===== src/rtl/button_pkg.sv =====
// Shared types and default timing constants for the push-button conditioning path.
package button_pkg;

    typedef enum logic [1:0] {
        IDLE         = 2'd0,
        PRESS_WAIT   = 2'd1,
        HELD         = 2'd2,
        RELEASE_WAIT = 2'd3
    } btn_state_t;

    // 20 ms debounce and 1 s long-press at a 50 MHz clock.
    localparam int DEBOUNCE_CYCLES_DEF   = 1_000_000;
    localparam int LONG_PRESS_CYCLES_DEF = 50_000_000;

    // Width of a counter that must hold values 0 .. n-1, never narrower than one bit.
    function automatic int cnt_width(input int n);
        return (n > 1) ? $clog2(n) : 1;
    endfunction

endpackage


===== src/rtl/sync_2ff.sv =====
// Generic two-flop synchroniser for asynchronous inputs, with a configurable reset level.
module sync_2ff #(
    parameter int               WIDTH     = 1,
    parameter logic [WIDTH-1:0] RESET_VAL = '0
) (
    input  logic             clk,
    input  logic             rst_n,
    input  logic [WIDTH-1:0] d,
    output logic [WIDTH-1:0] q
);

    logic [WIDTH-1:0] meta;

    // NOTE: non-blocking assignments keep meta and q as two distinct flop stages;
    // blocking ones would collapse the chain into a single register.
    always_ff @(posedge clk) begin
        if (!rst_n) begin
            meta <= RESET_VAL;
            q    <= RESET_VAL;
        end else begin
            meta <= d;
            q    <= meta;
        end
    end

endmodule


===== src/rtl/button_debouncer.sv =====
// Push-button debouncer: debounced level plus one-cycle press/release strobes.
// Define BTN_LONG_PRESS_EN to build the long-press counter; otherwise LONG_PRESS is tied to 0.
module button_debouncer
    import button_pkg::*;
#(
    parameter int DEBOUNCE_CYCLES   = DEBOUNCE_CYCLES_DEF,
    parameter int LONG_PRESS_CYCLES = LONG_PRESS_CYCLES_DEF,
    parameter bit BTN_ACTIVE_LOW    = 1'b1
) (
    input  logic CLK,
    input  logic RST_N,
    input  logic BTN_IN,
    output logic BTN_STATE,
    output logic BTN_PRESS,
    output logic BTN_RELEASE,
    output logic LONG_PRESS
);

    localparam int               DB_W    = cnt_width(DEBOUNCE_CYCLES);
    localparam logic [DB_W-1:0]  DB_LAST = DB_W'(DEBOUNCE_CYCLES - 1);

    generate
        if (DEBOUNCE_CYCLES < 1 || LONG_PRESS_CYCLES < 1) begin : g_bad_params
            $error("button_debouncer: DEBOUNCE_CYCLES and LONG_PRESS_CYCLES must be >= 1");
        end
    endgenerate

    logic            btn_sync;
    logic            pressed;
    btn_state_t      state;
    logic [DB_W-1:0] cnt;

    // Synchroniser resets to the released pin level so reset never looks like a press.
    sync_2ff #(
        .WIDTH     (1),
        .RESET_VAL (BTN_ACTIVE_LOW)
    ) u_sync (
        .clk   (CLK),
        .rst_n (RST_N),
        .d     (BTN_IN),
        .q     (btn_sync)
    );

    assign pressed = btn_sync ^ BTN_ACTIVE_LOW;

    always_ff @(posedge CLK) begin
        if (!RST_N) begin
            state       <= IDLE;
            cnt         <= '0;
            BTN_STATE   <= 1'b0;
            BTN_PRESS   <= 1'b0;
            BTN_RELEASE <= 1'b0;
        end else begin
            BTN_PRESS   <= 1'b0;
            BTN_RELEASE <= 1'b0;
            case (state)
                IDLE: begin
                    if (pressed) begin
                        state <= PRESS_WAIT;
                        cnt   <= '0;
                    end
                end
                PRESS_WAIT: begin
                    if (!pressed) begin
                        state <= IDLE;
                    end else if (cnt == DB_LAST) begin
                        state     <= HELD;
                        BTN_STATE <= 1'b1;
                        BTN_PRESS <= 1'b1;
                    end else begin
                        cnt <= cnt + DB_W'(1);
                    end
                end
                HELD: begin
                    if (!pressed) begin
                        state <= RELEASE_WAIT;
                        cnt   <= '0;
                    end
                end
                RELEASE_WAIT: begin
                    // A bounce back to pressed resumes the hold without a new press event.
                    if (pressed) begin
                        state <= HELD;
                    end else if (cnt == DB_LAST) begin
                        state       <= IDLE;
                        BTN_STATE   <= 1'b0;
                        BTN_RELEASE <= 1'b1;
                    end else begin
                        cnt <= cnt + DB_W'(1);
                    end
                end
                default: begin
                    state <= IDLE;
                end
            endcase
        end
    end

`ifdef BTN_LONG_PRESS_EN
    localparam int                LONG_W    = cnt_width(LONG_PRESS_CYCLES);
    localparam logic [LONG_W-1:0] LONG_LAST = LONG_W'(LONG_PRESS_CYCLES - 1);

    logic              press_accept;
    logic [LONG_W-1:0] long_cnt;
    logic              long_done;

    assign press_accept = (state == PRESS_WAIT) && pressed && (cnt == DB_LAST);

    // Counts only cycles spent in HELD; frozen in RELEASE_WAIT and saturated once fired.
    always_ff @(posedge CLK) begin
        if (!RST_N) begin
            long_cnt   <= '0;
            long_done  <= 1'b0;
            LONG_PRESS <= 1'b0;
        end else begin
            LONG_PRESS <= 1'b0;
            if (press_accept) begin
                long_cnt  <= '0;
                long_done <= 1'b0;
            end else if (state == HELD && !long_done) begin
                if (long_cnt == LONG_LAST) begin
                    LONG_PRESS <= 1'b1;
                    long_done  <= 1'b1;
                end else begin
                    long_cnt <= long_cnt + LONG_W'(1);
                end
            end
        end
    end
`else
    assign LONG_PRESS = 1'b0;
`endif

endmodule


===== config.mk =====
export PLATFORM = sky130hd
export DESIGN_NAME = button_debouncer
export DESIGN_NICKNAME = d
export VERILOG_FILES = /design/src/rtl/button_pkg.sv /design/src/rtl/sync_2ff.sv /design/src/rtl/button_debouncer.sv
export SDC_FILE = /design/constraint.sdc
export NUM_CORES = 1
export LEC_CHECK = 0
export BUFFER_PORTS_ARGS = -buffer_cell sky130_fd_sc_hd__buf_2
export CAP_MARGIN = 20
export CORE_MARGIN = 1.5
export CORE_UTILIZATION = 50
export DETAILED_ROUTE_END_ITERATION = 8
export PLACE_DENSITY = 0.7
export SETUP_SLACK_MARGIN = 0.2
export SLEW_MARGIN = 20
export SYNTH_ARGS = -nofsm -noshare
export SYNTH_HDL_FRONTEND = slang
export SYNTH_HIERARCHICAL = 1
export SYNTH_SLANG_ARGS = --single-unit

===== constraint.sdc =====
create_clock -name CLK -period 1.9 [get_ports CLK]
set_input_delay 0.38 -clock CLK [delete_from_list [all_inputs] [get_ports CLK]]
set_output_delay 0.38 -clock CLK [all_outputs]
set_load 0.1 [all_outputs]

==> results.md <==
- Status: finished, final reports clean
- GRT overflow: 0
- Setup violations, final: 0
- CP Max Fanout: 7
- Slowest cell on the critical path: or4b_4
- Setup TNS: 0 ns
- Root Buffer: clkbuf_4
- Routed wl met3: 207 µm
- Clock tree buffer depth: 2
- Initial Util: 53.3%
- RD Place Congestion: 0.824
- Worst hold stages: 2
- Total Routing Usage GR: 22.7%
- Worst stage delay on the critical path: 0.54 ns
- Top-area cell type share of the netlist area: 36.1%
- NumNets Final: 193
- Most common cell after layout, fill and taps aside: nand2_1
- Worst Hold Class: primary input to flop
- CP cell instances: or4b_4 > nor4_4 > buf_6 > buf_4 > a21oi_2 > and2_1
- Data arrival, critical path: 1.99 ns
- Top post-synthesis cells by area: dfxtp_1 36%, nand2_1 4.8%, mux2i_1 4.7%
- PwrDens: 497 nW/µm²
- Leak: 0.621 nW
- Synth area leader: dfxtp_1
- First-pass GRT wire length: 6040 µm
- I/O Pins: 7
- Synth Area in Compound Gates: 18.1%
- CTS tree: yes
- Initial antenna violation count: 0
- Critical path depth: 6
- Final Hold Viols: 0
- Die H: 57.7 µm
- DR WL met2: 1710 µm
- Post-Synth Adder-Cell Area: 0.836%
- Reg clk slew, reported paths: 0.15 ns
- Hold WS: 0.225 ns
- Sequential fraction of the synthesis area: 36.1%
- Largest family of logic cells by synthesized area: simple AND/OR/NAND/NOR gates
- Most frequent cells in the layout: 19 x nand2_1, 15 x buf_4, 12 x dfxtp_2
- Unrepaired setup endpoints after global routing: yes
- Mapped Cells: 171
- Antenna Nets Post-Route: 0
- Tightest Pin Transition: 0.529 ns
- Multi-input combinational cell area: 946 µm²
- Post-layout min period: 1.74 ns
- Clock latency on the worst-skew pair: 0.33 ns
- Avg Cell Area, Syn: 8.75 µm²
- Wirelength per Cell: 16.1 µm
- Yosys synthesis warning count: 6
- CP required: 2.15 ns
- Htree depth: 1
- Vias in the first global route: 1338
- Tcrit/Tclk final: 91.6%
- DRT iter0 DRCs: 118
- Post-synthesis mux area share: 4.68%
- Post-Layout Cell Count: 219
- Synth Area in XOR/XNOR: 1.67%
- Final WL: 3520 µm
- Max Slew Vio Count: 0
- Post-synth cell types: 44
- Clk_skew: 0.00604 ns
- Critical path endpoint category: flop
- IO buf count: 5
- Met1 WL: 1590 µm
- ANT cells: 0
- Largest net degree at the start of global routing: 17
- Pre-antenna DRT Iters: 4
- Num rows: 19
- Critical path buffers and inverters: 2
- Layout cell share with drive strength beyond 1: 33.0%
- #FFs+latches synth: 27
- Critical path's top delay family: simple AND/OR/NAND/NOR gates
- CTS buffer count: 3
- Highest routed layer: met4
- Via-per-instance ratio: 6.53
- Startpoint Class: flop
- Maximum VDD drop: 0.520 mV
- Synth Cell Area: 1500 µm²
- WS Path Type: flop to flop
- Filler instances: 233
- DP Wirelength: 2420 µm
- Max-Cap Viols: 0
- Reg2Reg Depth: 6
- Clock sinks: 27
- Reg area: 571 µm²
- Die area: 3330 µm²
- Area grow syn2layout: 19.0%
- Core Box Area: 2810 µm²
- Die X: 57.7 µm
- Simple-Gate Fraction of Synth Area: 33.2%
- Net Count, Synth: 175
- Placed insts: 208
- DR vias: 1430
- Max frequency: 575 MHz
- Rel. slew slack: 64.7%
- # DRC: 0
==> state kept, by name, summed over array words and instances, names as in the netlist, named ones only <==
register	count
BTN_PRESS	1
u_sync/meta	1
cnt	20
BTN_RELEASE	1
BTN_STATE	1
u_sync/q	1
state	1
==> repair_timing <==
action / 4_1_cts / 5_1_grt
hold buffers: 0 / 0
gates resized for setup: 17 / 25
gates cloned: 0 / 1
endpoints found under the setup margin: 20 / 19
pin swaps: 0 / 7
setup buffers: 0 / 6
==> layer usage <==
| layer | track usage, % | up-vias |
|---|---|---|
| met2 | 37.7 | 50 |
| li1 | - | 687 |
| met5 | 0 | - |
| met1 | 30.7 | 691 |
| met3 | 4.69 | 2 |
| met4 | 4.98 | 0 |
==> power breakdown <==
group | internal [W] | switching, W | total [W]
clock | 0.0000807 | 0.000177 | 0.000258
combinational | 0.0000167 | 0.0000408 | 0.0000575
sequential | 0.000564 | 0.00000565 | 0.000570
total | 0.000662 | 0.000223 | 0.000885
==> Yosys cell counts <==
cell,number
o31ai_1,4
or4_1,5
ha_1,1
a2111oi_0,2
conb_1,1
dfxtp_1,27
nand3_1,13
nand2_1,19
a21oi_1,10
or3_1,1
nor4_4,1
o211ai_1,4
a2111o_1,4
and2_1,4
or4_4,1
and3_1,3
xnor2_1,1
nor4_1,1
nand2b_1,8
nand4bb_1,2
o21ai_0,5
nor2b_1,1
o211a_1,1
nand4_1,10
nor4_2,1
clkbuf_1,3
and4_1,2
nand3b_1,1
xor2_2,1
a211oi_1,3
o21a_1,1
buf_2,4
or3_2,1
a311o_1,1
buf_1,1
nand4b_1,3
buf_4,1
o21ai_1,3
a21oi_2,1
buf_6,2
mux2i_1,7
or4b_4,1
inv_1,3
nor2_1,2
==> cells by family after synthesis <==
group           after synthesis
xor+xnor                      2
mux                           7
compound gates               39
fa+ha+maj                     1
other cells                   1
buf+inv                      14
simple gates                 80
flops                        27
==> path summary, 6_finish.rpt <==
kind,startpoint,end,slack [ns]
worst max register to register,cnt[10]$_SDFFE_PN0P_,state[0]$_SDFFE_PN0P_,0.16
worst min-delay path,BTN_IN,u_sync/meta$_SDFF_PN1_,0.23
worst min register to register,u_sync/meta$_SDFF_PN1_,u_sync/q$_SDFF_PN1_,0.44
worst max-delay path,cnt[10]$_SDFFE_PN0P_,state[0]$_SDFFE_PN0P_,0.16
==> final cells by class <==
type                       count  area share [%]
multi-input combinational    130            53.1
clock buffer                   3            1.26
inverter                       3           0.632
clock inverter                 1           0.422
timing repair buffer          24            10.3
sequential                    27            32.0
tap                           31            2.18
==> through the flow <==
| stage | instance area (µm²) | setup slack [ns] | total power (W) | utilization, % |
|---|---|---|---|---|
| 6_report | 1780 | 0.160 | 0.000885 | 63.5 |
| 3_3_place_gp | 1590 | 0.116 | 0.000639 | 56.5 |
| 3_5_place_dp | 1590 | 0.0724 | 0.000641 | 56.5 |
| 5_1_grt | 1780 | 0.110 | 0.000925 | 63.5 |
| 2_1_floorplan | 1500 | 0.227 | 0.000625 | - |
| 4_1_cts | 1650 | 0.138 | 0.000897 | 58.9 |
No activity file was read; power rests on OpenSTA's default activity.
